## src/rtl/sha3_pkg.sv

```systemverilog
// Shared types and constants for the SHA-3 padding front end.
package sha3_pkg;

    typedef enum logic {
        FILL = 1'b0,
        EMIT = 1'b1
    } state_t;

    localparam logic [7:0] SHA3_SUFFIX  = 8'h06;
    localparam logic [7:0] SHAKE_SUFFIX = 8'h1F;
    localparam logic [7:0] PAD_LAST     = 8'h80;

    // Rate of the sponge: permutation width minus capacity (2 * digest).
    function automatic int rate_bits(input int d, input int b);
        return b - 2 * d;
    endfunction

endpackage

```

## src/rtl/sha3_lane_mask.sv

```systemverilog
// Masks the unused tail bytes of a message word and marks the byte
// position where padding starts inside that word (none when the word is full).
module sha3_lane_mask (
    input  logic [63:0] word,
    input  logic [3:0]  nbytes,
    output logic [63:0] masked,
    output logic [7:0]  first_pad
);

    logic [3:0] n;

    // Clamp the byte count to a full word, then keep bytes below it.
    always_comb begin
        n         = (nbytes > 4'd8) ? 4'd8 : nbytes;
        masked    = '0;
        first_pad = '0;
        for (int k = 0; k < 8; k++) begin
            if (4'(k) < n) begin
                masked[8*k +: 8] = word[8*k +: 8];
            end
            first_pad[k] = (4'(k) == n);
        end
    end

endmodule

```

## src/rtl/sha3_padder.sv

```systemverilog
// Assembles 64-bit message words into rate blocks, appends the domain
// suffix and pad10*1, and hands blocks to the sponge over valid/ready.
//
//   state | meaning
//   FILL  | accepting words into the block buffer
//   EMIT  | block presented; pad_pending adds a trailing pad-only block
module sha3_padder
    import sha3_pkg::*;
#(
    parameter int         D      = 256,
    parameter int         B      = 1600,
    parameter int         R      = rate_bits(D, B),
    parameter logic [7:0] SUFFIX = SHA3_SUFFIX
) (
    input  logic         clk,
    input  logic         reset,
    input  logic         in_valid,
    output logic         in_ready,
    input  logic [63:0]  in_data,
    input  logic [3:0]   in_bytes,
    input  logic         in_last,
    output logic         blk_valid,
    input  logic         blk_ready,
    output logic [R-1:0] blk_data,
    output logic         blk_last
);

    localparam int NL = R / 64;
    localparam int CW = $clog2(NL + 1);
    localparam logic [R-1:0] PAD_BLOCK = {PAD_LAST, {(R-16){1'b0}}, SUFFIX};

    if ((R % 64) != 0 || R < 128 || B != 1600) begin : g_bad_rate
        $error("sha3_padder: rate must be a multiple of 64 bits with B=1600");
    end

    state_t         state;
    logic [CW-1:0]  cnt;
    logic [R-1:0]   buf_q;
    logic [R-1:0]   buf_nxt;
    logic           pad_pending;

    logic [3:0]     bytes_req;
    logic [63:0]    masked;
    logic [7:0]     first_pad;
    logic [63:0]    word_sfx;
    logic           last_full;
    logic           cnt_end;
    logic           blk_full;
    logic           spill;

    // Non-final words are always full regardless of in_bytes.
    assign bytes_req = in_last ? in_bytes : 4'd8;

    sha3_lane_mask u_mask (
        .word      (in_data),
        .nbytes    (bytes_req),
        .masked    (masked),
        .first_pad (first_pad)
    );

    assign last_full = (first_pad == 8'h00);
    assign cnt_end   = (cnt == CW'(NL - 1));
    // Final word exactly fills the block: padding needs a block of its own.
    assign blk_full  = in_last && last_full && cnt_end;
    // Final word is full but the block is not: suffix lands in the next lane.
    assign spill     = in_last && last_full && !cnt_end;

    // Insert the suffix byte inside the current word when it falls there.
    always_comb begin
        word_sfx = masked;
        for (int k = 0; k < 8; k++) begin
            if (in_last && first_pad[k]) begin
                word_sfx[8*k +: 8] = masked[8*k +: 8] | SUFFIX;
            end
        end
    end

    // Next buffer contents for an accepted word, including any padding.
    always_comb begin
        buf_nxt = buf_q;
        for (int j = 0; j < NL; j++) begin
            if (cnt == CW'(j)) begin
                buf_nxt[64*j +: 64] = word_sfx;
            end
        end
        for (int j = 1; j < NL; j++) begin
            if (spill && (cnt == CW'(j - 1))) begin
                buf_nxt[64*j +: 8] = SUFFIX;
            end
        end
        if (in_last && !blk_full) begin
            buf_nxt[R-8 +: 8] = buf_nxt[R-8 +: 8] | PAD_LAST;
        end
    end

    // Block FSM with registered handshake outputs.
    always_ff @(posedge clk or negedge reset) begin
        if (!reset) begin
            state       <= FILL;
            cnt         <= '0;
            buf_q       <= '0;
            pad_pending <= 1'b0;
            in_ready    <= 1'b1;
            blk_valid   <= 1'b0;
            blk_last    <= 1'b0;
        end else begin
            case (state)
                FILL: begin
                    if (in_valid) begin
                        buf_q <= buf_nxt;
                        cnt   <= cnt + 1'b1;
                        if (in_last || cnt_end) begin
                            state       <= EMIT;
                            in_ready    <= 1'b0;
                            blk_valid   <= 1'b1;
                            blk_last    <= in_last && !blk_full;
                            pad_pending <= blk_full;
                        end
                    end
                end
                EMIT: begin
                    if (blk_ready) begin
                        if (pad_pending) begin
                            buf_q       <= PAD_BLOCK;
                            pad_pending <= 1'b0;
                            blk_last    <= 1'b1;
                        end else begin
                            state     <= FILL;
                            buf_q     <= '0;
                            cnt       <= '0;
                            blk_last  <= 1'b0;
                            in_ready  <= 1'b1;
                            blk_valid <= 1'b0;
                        end
                    end
                end
            endcase
        end
    end

    assign blk_data = buf_q;

endmodule

```

## config.mk

```make
export PLATFORM = sky130hd
export DESIGN_NAME = sha3_padder
export DESIGN_NICKNAME = d
export VERILOG_FILES = /design/src/rtl/sha3_pkg.sv /design/src/rtl/sha3_lane_mask.sv /design/src/rtl/sha3_padder.sv
export SDC_FILE = /design/constraint.sdc
export NUM_CORES = 1
export LEC_CHECK = 0
export CAP_MARGIN = 20
export CORE_AREA = 2 2 451 453
export CTS_CLUSTER_SIZE = 20
export DETAILED_ROUTE_END_ITERATION = 12
export DIE_AREA = 0 0 453 455
export DONT_BUFFER_PORTS = 1
export GPL_ROUTABILITY_DRIVEN = 0
export GPL_TIMING_DRIVEN = 0
export PLACE_DENSITY = 0.38
export SYNTH_ARGS = -nofsm -noshare
export SYNTH_HDL_FRONTEND = slang
export SYNTH_SLANG_ARGS = --single-unit
```

## constraint.sdc

```tcl
create_clock -name clk -period 2 [get_ports clk]
set_input_delay 0.1 -clock clk [delete_from_list [all_inputs] [get_ports clk]]
set_output_delay 0.1 -clock clk [all_outputs]
set_load 0.05 [all_outputs]
```

# Word-level counts from Yosys, hierarchy flattened
# Cells that the tools add are included.
# Widths: inputs -> output; s select.
[word_totals] register_bits=1098
[op_classes] n_addsub=1 eq_ne=61 magnitude_cmp=9 bitwise=1 n_mux=83 n_reduce_logical=72
[ops] cell="$mux 1088" count=3
[ops] cell="$pmux 1088 s2" count=1
[ops] cell="$mux 64" count=17
[ops] cell="$mux 8" count=25
[ops] cell="$reduce_and 3->1" count=36
[ops] cell="$ne 3x3->1 const B" count=17
[ops] cell="$ne 2x2->1 const B" count=21
[ops] cell="$eq 5x4->1 const B" count=8
[ops] cell="$logic_and 1x1->1" count=28
[ops] cell="$mux 3" count=8
[ops] cell="$eq 5x3->1 const B" count=4
[ops] cell="$mux 1" count=18
[ops] cell="$eq 3x4->1 const A" count=4
[ops] cell="$lt 3x4->1 const A" count=4
[ops] cell="$mux 5" count=3
[ops] cell="$eq 5x2->1 const B" count=2
[ops] cell="$pmux 1 s2" count=5
[ops] cell="$pmux 5 s2" count=1
[ops] cell="$eq 2x4->1 const A" count=2
[ops] cell="$logic_not 8->1" count=1
[ops] cell="$lt 1x4->1 const A" count=2
[ops] cell="$lt 2x4->1 const A" count=2
[ops] cell="$mux 4" count=2
[ops] cell="$add 5x1->5 const B" count=1
[ops] cell="other kinds (11)" count=12

# Longest topological paths before layout
# Gate-level depths: netlist of the first run.
[logic_depth] depth_word=12 mapped_depth=9 depth_no_buf=7

# Hierarchy
# A second synthesis of the first run with hierarchy kept.
[hier_totals] hier_cells=4637 area_unflattened_um2=44127.3
[modules_own_cells] module="sha3_padder" cells_each=4550 area_each_um2=43556.8 instances=1 seq_area_each_um2=27477.6
[modules_own_cells] module="sha3_lane_mask" cells_each=87 area_each_um2=570.5 instances=1 seq_area_each_um2=0.0

# Worst setup path before layout of the first run
# OpenSTA, ideal clock, no wires.
[synth_path] path_type="flip-flop to flip-flop" from="register cnt[2]" to="register buf_q[961] (netlist: blk_data[961])" path_stages_with_launch=9 synth_period_minus_slack_ns=2.142 setup_slack_ns=-0.142 setup_ns=0.125 t_arrival_ns=2.017 cell_sequence="dfrtp_1 -> buf_2 -> buf_1 -> and3_1 -> ha_1 -> nand3b_1 -> nand2_1 -> a31oi_2 -> mux2_2"
[synth_between] elab_chain_cells=7 word_cells_on_any_way=11 cone_classes="eq/ne (4); mux (3); reduce/logical (4)"
[synth_rtl] item="from (decl)" line="sha3_padder.sv:37" text="logic [CW-1:0] cnt;"
[synth_rtl] item="from (signal assigned)" line="sha3_padder.sv:111" text="cnt <= cnt + 1'b1;"
[synth_rtl] item="$eq 5x5->1" line="sha3_padder.sv:62" text="assign cnt_end = (cnt == CW'(NL - 1));"
[synth_rtl] item="$logic_not 1->1" line="sha3_padder.sv:66" text="assign spill = in_last && last_full && !cnt_end;"
[synth_rtl] item="$logic_and 1x1->1" line="sha3_padder.sv:66"
[synth_rtl] item="$logic_and 1x1->1" line="sha3_padder.sv:87" text="if (spill && (cnt == CW'(j - 1))) begin"
[synth_rtl] item="$mux 8" line="sha3_padder.sv:87"
[synth_rtl] item="$mux 1088" line="sha3_padder.sv:109" text="if (in_valid) begin"
[synth_rtl] item="$pmux 1088 s2" line="sha3_padder.sv:107" text="case (state)"
[synth_rtl] item="to (signal assigned)" line="sha3_padder.sv:110" text="buf_q <= buf_nxt;"
[synth_rtl] item="to (decl)" line="sha3_padder.sv:38" text="logic [R-1:0] buf_q;"
# Parallel ways exist; a longest one is shown, timed or not. The select of a mux whose other input is x is not followed.
# A chain may end at the register's enable or synchronous reset.

# Worst setup path after layout of the first run
[layout_path] from="register state" to="register buf_q[958] (netlist: blk_data[958])"
[layout_between] elab_chain_cells=3 word_cells_on_any_way=6 cone_classes="eq/ne (3); mux (1); bitwise (1); reduce/logical (1)"
[layout_rtl] item="from (decl)" line="sha3_padder.sv:36" text="state_t state;"
[layout_rtl] item="from (signal assigned)" line="sha3_padder.sv:99" text="state <= FILL;"
[layout_rtl] item="from (signal assigned)" line="sha3_padder.sv:113" text="state <= EMIT;"
[layout_rtl] item="from (signal assigned)" line="sha3_padder.sv:128" text="state <= FILL;"
[layout_rtl] item="$not 1->1"
[layout_rtl] item="$ne 2x2->1 (no source line)"
[layout_rtl] item="$reduce_and 3->1 (no source line)"
# Parallel ways exist; a longest one is shown, timed or not.

==> flow_summary.ini, run 1 <==
[yosys]
syn-num-nets = 3913
synth_flop_cell = dfrtp_1
synth.top_cell.area_share = 0.657
async_reset_ff_frac = 1.00
synth-edff-count = 0
synthDistinctLibCells = 63
yosys_warnings = 0
syn_inst = 3835
synth_common_cells = dfrtp_1 (1097), o21ai_0 (860), nand3_1 (849)
avgSynthCellArea_um2 = 10.9
yosysMostFrequentCell = dfrtp_1
synth-seq-cells = 1098
yosys-top-cells-area = dfrtp_1 (66%), o21ai_0 (10%), nand3_1 (10%)
syn_area_um2 = 41800
synth.largest_area_cell = dfrtp_1
yosysSeqAreaShare = 0.658

[power_and_ir_drop]
peakVddDrop_uv = 905
fin_total_pwr_mw = 84.8
power_density_nw_per_um2 = 1350
leakage_nw = 27.4

[clocking]
cts-root-buf = clkbuf_16
htree_levels = 4
clkSinkCount = 1098
clk_pin_slew_worst_paths_ns = 0.06
cts_buffers = 134
clock_latency_ns = 0.83
cts_buffer_depth = 3
cts_tree = built

[setup_path]
worst-setup-path-type = reg2reg
arrival_ns = 2.85
cp.required_ns = 2.65
reg2regPathDepth = 9
cp-start-kind = register
path_max_fanout = 7
r2r-start = state$_DFF_PN0_
cp-end-kind = register
crit_start = state$_DFF_PN0_

[timing]
min_period_ns = 2.20
maxSlewViolCount = 0
slew_headroom = 0.264
rsz0062_at_grt = true
finalCritPeriodShare = 1.10
fin_setup_tns_ns = -34.50
worst_slew_pin_slew_ns = 1.10
clock_skew_ns = 0.0580
setup_ws_ns = -0.195
whs_ns = -1.02
max_freq_mhz = 456
hold_viol_final = 421
setup_viol_count_final = 535

[floorplanning]
die_w_um = 453
initial_utilization = 0.207
fp-row-count = 165
pin_count = 1164
die_y_um = 455
core-area_um2 = 201000
dieArea_um2 = 206000

[placement]
dpl_worst_slack_ns = -2.00
numPortBuffers = 0
postPlaceCellArea_um2 = 46100
hpwl_um = 192000
place_inst = 6555

[final_layout]
fin_cells = 7132
final_core_util = 0.313
layout-drive-gt1-share = 0.385
stdcell_area_um2 = 63100
fillers = 20400
nets = 4429
syn_to_final_growth_pct = 51.0

[route]
drtIter0Drc = 3336
detail_route.first_pass.iterations = 6
routed_wl_um = 278000
wire_per_inst_um = 38.9
drc = 0
ant_nets = 0
vias_per_cell = 5.12
vias = 36500

[global_route]
antenna_found_initial = 20
grt_max_degree = 1099
grt_pass1_vias = 35100
grt_overflow = 0
track_usage = 0.251
grt_first_pass_wirelength_um = 350000

[outcome]
violations = negative hold slack, negative setup slack
status = finished, violations left

[min_path]
hold_class = in2async

[job]
maxCapViolations = 0
layout by cell type (no fill, tap or decap), drive strengths merged, types with 3 or more instances in the layout:
| cell | instances |
|---|---|
| dfrtp | 1097 |
| o21ai | 893 |
| nand3 | 849 |
| buf | 485 |
| clkbuf | 421 |
| nand2 | 187 |
| o31ai | 105 |
| a22o | 91 |
| dlygate4sd3 | 89 |
| mux2 | 28 |
| clkinv | 27 |
| inv | 19 |
| nor2 | 16 |
| a22oi | 12 |
| and2 | 11 |
| and3 | 8 |
| a21oi | 8 |
| diode | 7 |
| nor2b | 7 |
| a32o | 6 |
| o2bb2ai | 6 |
| bufinv | 6 |
| a21boi | 6 |
| ha | 5 |
| a211oi | 5 |
| nand4 | 4 |
| mux2i | 4 |
| o311a | 4 |
| and4b | 4 |
| o22ai | 4 |
| a31oi | 4 |
| and4bb | 3 |
| clkinvlp | 3 |
| a21o | 3 |
| nor3 | 3 |
| nor3b | 3 |
| o211a | 3 |
logic make-up (layout without fill, tap and decap cells):
logic type      count (synthesis)  after routing  synth area share
fa+ha+maj                       5              5           0.00150
buf+inv                       434           1052            0.0414
other cells                     0              7                 0
mux                            32             32           0.00896
compound gates               1157           1157             0.159
simple gates                 1107           1107             0.131
flops                        1098           1098             0.658
xor+xnor                        2              2          0.000420
layout make-up:
type | count | area, um^2 | area share
well taps | 2672 | 3340 | 0.0530
flip-flops and latches | 1098 | 27500 | 0.436
inverters | 10 | 42.5 | 0.000675
repair buffers | 398 | 6080 | 0.0964
multi-input cells | 2303 | 17100 | 0.271
clock inverters | 45 | 629 | 0.00998
clock buffers | 193 | 3820 | 0.0607
plain buffers | 406 | 4530 | 0.0719
diodes | 7 | 17.5 | 0.000278
what timing repair did:
action	in CTS	in global routing
gates resized for setup	1343	1473
cloned	51	48
setup endpoints to repair	1098	1214
pin swaps	61	73
hold endpoints to repair	1618	429
buffers inserted	110	63
hold buffers	87	2
per-layer routing:
layer  up-vias  global-route usage  wire, um
li1      14900                   -         -
met5         -                   0        13
met3       465              0.0804     23800
met4         2               0.110     14000
met1     19400               0.281     99100
met2      1750               0.437    141000
critical path, stage by stage (launching register included):
cell	delay [ns]
dfrtp_2	0.55
nor4bb_4	0.31
buf_4	0.19
buf_6	0.10
nand3_4	0.12
clkbuf_16	0.21
buf_16	0.16
clkbuf_16	0.21
nand3_2	0.07
o21ai_1	0.07
path summary, 6_finish.rpt:
| kind | slack [ns] | end |
|---|---|---|
| worst min register to register | 0.60 | pad_pending$_DFFE_PN0P_ |
| min in group clk | 0.03 | blk_data[81]$_DFFE_PN0P_ |
| worst max register to register | -0.20 | blk_data[958]$_DFFE_PN0P_ |
| worst min-delay path | -1.02 | blk_data[1006]$_DFFE_PN0P_ |
| worst max-delay path | -0.20 | blk_data[958]$_DFFE_PN0P_ |
| max in group asynchronous | 0.38 | blk_data[408]$_DFFE_PN0P_ |
state kept, by name (all words and copies together), names as in the netlist:
name,flops
blk_data,1088
cnt,5
blk_last,1
blk_valid,1
in_ready,1
pad_pending,1
state,1
where the power goes:
part | total, mW | leakage [nW] | switching, mW | internal [mW]
sequential | 43.1 | 15.0 | 17.7 | 25.5
combinational | 16.4 | 10.2 | 9.69 | 6.70
clock | 25.3 | 2.17 | 11.0 | 14.3
total | 84.8 | 27.4 | 38.4 | 46.4
Note: power is estimated with default switching activity, not from simulation.
==> run 2, diff against run 1 <==
--- a/config.mk
+++ b/config.mk
@@ -5,15 +5,17 @@
 export SDC_FILE = /design/constraint.sdc
 export NUM_CORES = 1
 export LEC_CHECK = 0
+export ABC_CLOCK_PERIOD_IN_PS = 2000
 export CAP_MARGIN = 20
-export CORE_AREA = 2 2 451 453
+export CORE_AREA = 2 2 450 452
 export CTS_CLUSTER_SIZE = 20
 export DETAILED_ROUTE_END_ITERATION = 12
-export DIE_AREA = 0 0 453 455
+export DIE_AREA = 0 0 452 454
 export DONT_BUFFER_PORTS = 1
 export GPL_ROUTABILITY_DRIVEN = 0
 export GPL_TIMING_DRIVEN = 0
-export PLACE_DENSITY = 0.38
+export PLACE_DENSITY = 0.39
 export SYNTH_ARGS = -nofsm -noshare
 export SYNTH_HDL_FRONTEND = slang
+export SYNTH_HIERARCHICAL = 1
 export SYNTH_SLANG_ARGS = --single-unit
==> run 2 against run 1 <==
Net effect:
- die area fell by 0.44%
- the flow still finishes with violations (negative hold slack, negative setup slack)
- largest power group unchanged
- register-to-register slack lost 0.099 ns
- via count is 7.3% higher
- synthesized area rose by 5.7%
- design area shrank 4.2%
- combinational power about the same
- first-iteration DRC count is 13% higher
- utilization is 1.3 points lower
- routed wire length is 2.6% lower
- highest routed layer unchanged
- non-clock buffer count shrank 9
- clock skew shrank 0.036 ns
- fmax decreased by 4.3%
==> flow_summary.ini, run 2 <==
[floorplanning]
fp-row-count = 165
die_w_um = 452
dieArea_um2 = 205000
core-area_um2 = 201000
initial_utilization = 0.220
pin_count = 1164
die_y_um = 454

[timing]
maxSlewViolCount = 0
max_freq_mhz = 436
worst_slew_pin_slew_ns = 1.14
slew_headroom = 0.237
hold_viol_final = 311
finalCritPeriodShare = 1.15
rsz0062_at_grt = true
clock_skew_ns = 0.0220
min_period_ns = 2.29
whs_ns = -1.00
setup_viol_count_final = 892
setup_ws_ns = -0.294

[clocking]
clock_latency_ns = 0.82
cts_buffer_depth = 3
cts_tree = built
clkSinkCount = 1098
htree_levels = 4
cts-root-buf = clkbuf_16
cts_buffers = 135
clk_pin_slew_worst_paths_ns = 0.06

[power_and_ir_drop]
switching_share = 0.463
combPwrFrac = 0.187
power_density_nw_per_um2 = 1420
fin_total_pwr_mw = 85.7
peakVddDrop_uv = 880
p_seq_frac = 0.519
p_int_mw = 46.0
leakage_nw = 29.6
pwr-share-clk = 0.293
p_switching_mw = 39.7

[setup_path]
cp.required_ns = 2.69
cp-end-kind = register
crit_chain = inv_4 -> ha_4 -> nor4bb_1 -> buf_4 -> buf_4 -> buf_12 -> nand2_8 -> clkbuf_16 -> buf_16 -> clkbuf_16 -> nand3_2 -> nand2_1
worst-setup-path-type = reg2reg
cpPeakStageDelay_ns = 0.45
cp-start-kind = register
cpMaxStageDelayCell = dfrtp_2
r2r_slack_ns = -0.29
arrival_ns = 2.98
path_max_fanout = 7

[global_route]
track_usage = 0.255
grt_overflow = 0
grt_first_pass_wirelength_um = 358000
grt_pass1_vias = 38600
antenna_found_initial = 17
grt_max_degree = 1099

[final_layout]
layout-drive-gt1-share = 0.219
largest_register_ff_count = 1088
final_common_cell = nand2_1
multiInputGateArea_um2 = 16500
syn_to_final_growth_pct = 36.8
nets = 5199
fillers = 21000
regArea_um2 = 27500
fin_cells = 7908
most-common-layout-cells = nand2_1 (1417), dfrtp_1 (1094), nand3_1 (735), o21ai_0 (259), clkbuf_16 (186)

[yosys]
yosysSeqAreaShare = 0.623
synth.largest_area_cell = dfrtp_1
synth.top_cell.area_share = 0.622
avgSynthCellArea_um2 = 9.52
syn_inst = 4637
synth_flop_cell = dfrtp_1
synth-seq-cells = 1098
yosys_warnings = 6
async_reset_ff_frac = 1.00
syn-num-nets = 4715
synth-edff-count = 0
syn_area_um2 = 44100
synth_common_cells = nand2_1 (1466), dfrtp_1 (1097), nand3_1 (855)
synthDistinctLibCells = 67
yosys-top-cells-area = dfrtp_1 (62%), nand2_1 (12%), nand3_1 (9.7%)
yosysMostFrequentCell = nand2_1

[outcome]
status = finished, violations left
violations = negative hold slack, negative setup slack

[placement]
place_inst = 7382
hpwl_um = 199000
numPortBuffers = 0

[route]
vias = 39200
detail_route.first_pass.iterations = 5
vias_per_cell = 4.95
routed_wl_um = 270000
ant_nets = 0
drc = 0
drtIter0Drc = 3771
wire_per_inst_um = 34.2

[min_path]
hold_class = in2async

[job]
maxCapViolations = 0
-- run 2: cells by family after synthesis --
group | synth area share
adder cells (fa/ha/maj) | 0.00142
AND/OR/NAND/NOR | 0.248
XOR/XNOR | 0.000397
flip-flops | 0.623
AO/OA/AOI/OAI | 0.0763
buffers and inverters | 0.0408
multiplexers | 0.0101
-- run 2: metal layers --
metal  GRT usage  share of wire  vias up
met2       0.427           0.48     1881
met5           0       0.000074        -
met4       0.113          0.049        2
li1            -              -    16500
met1       0.296           0.38    20400
met3      0.0822          0.089      444
-- run 2: path summary, 6_finish.rpt --
check / startpoint / end / depth (start not counted)
worst max-delay path: cnt[1]$_DFFE_PN0P_ / blk_data[40]$_DFFE_PN0P_ / 12
worst min-delay path: reset / blk_data[617]$_DFFE_PN0P_ / 0
worst max register to register: cnt[1]$_DFFE_PN0P_ / blk_data[40]$_DFFE_PN0P_ / 12
worst min register to register: pad_pending$_DFFE_PN0P_ / pad_pending$_DFFE_PN0P_ / 2
max in group asynchronous: reset / blk_data[357]$_DFFE_PN0P_ / 4
min in group clk: in_data[52] / blk_data[884]$_DFFE_PN0P_ / 4
-- run 2: metrics by stage --
step           hold WS (ns)  TNS (ns)  setup slack (ns)  utilization  instance area, um^2
2_1_floorplan        -0.196    -50.92            -0.559            -                44400
3_3_place_gp         -0.144  -1932.12             -3.70        0.238                47700
3_5_place_dp         -0.145  -1209.19             -1.77        0.243                48900
4_1_cts               -1.05   -155.71            -0.368        0.296                59600
5_1_grt               -1.06   -182.36            -0.389        0.300                60400
6_report              -1.00   -108.67            -0.294        0.301                60400
-- run 2: what timing repair did --
action	4_1_cts	5_1_grt
hold buffers	70	2
gates cloned	31	4
hold endpoints to repair	1489	295
buffers inserted	165	21
setup endpoints to repair	1095	1587
pin swaps	125	18
resized for setup	970	189
-- run 2: area by class of cell --
class,count,area share
Antenna cell,15,0.000622
Buffer,431,0.0615
Clock buffer,196,0.0651
Clock inverter,41,0.00814
Inverter,15,0.00104
Multi-Input combinational cell,3076,0.274
Sequential cell,1098,0.455
Tap cell,2672,0.0554
Timing Repair Buffer,364,0.0795
-- run 2: worst max-delay path: cells and delay by family (launching register included) --
family	cells	cell delay, ns
buf+inv	7	1.09
fa+ha+maj	1	0.15
flops	1	0.45
simple gates	4	0.42
-- run 2: power by group through the flow --
stage          sequential, mW  combinational [mW]  clock [mW]
2_1_floorplan            42.0                6.96           0
3_3_place_gp             44.9                11.6           0
3_5_place_dp             44.9                12.2           0
4_1_cts                  44.5                15.2        25.6
5_1_grt                  44.7                17.2        26.5
6_report                 44.5                16.1        25.1
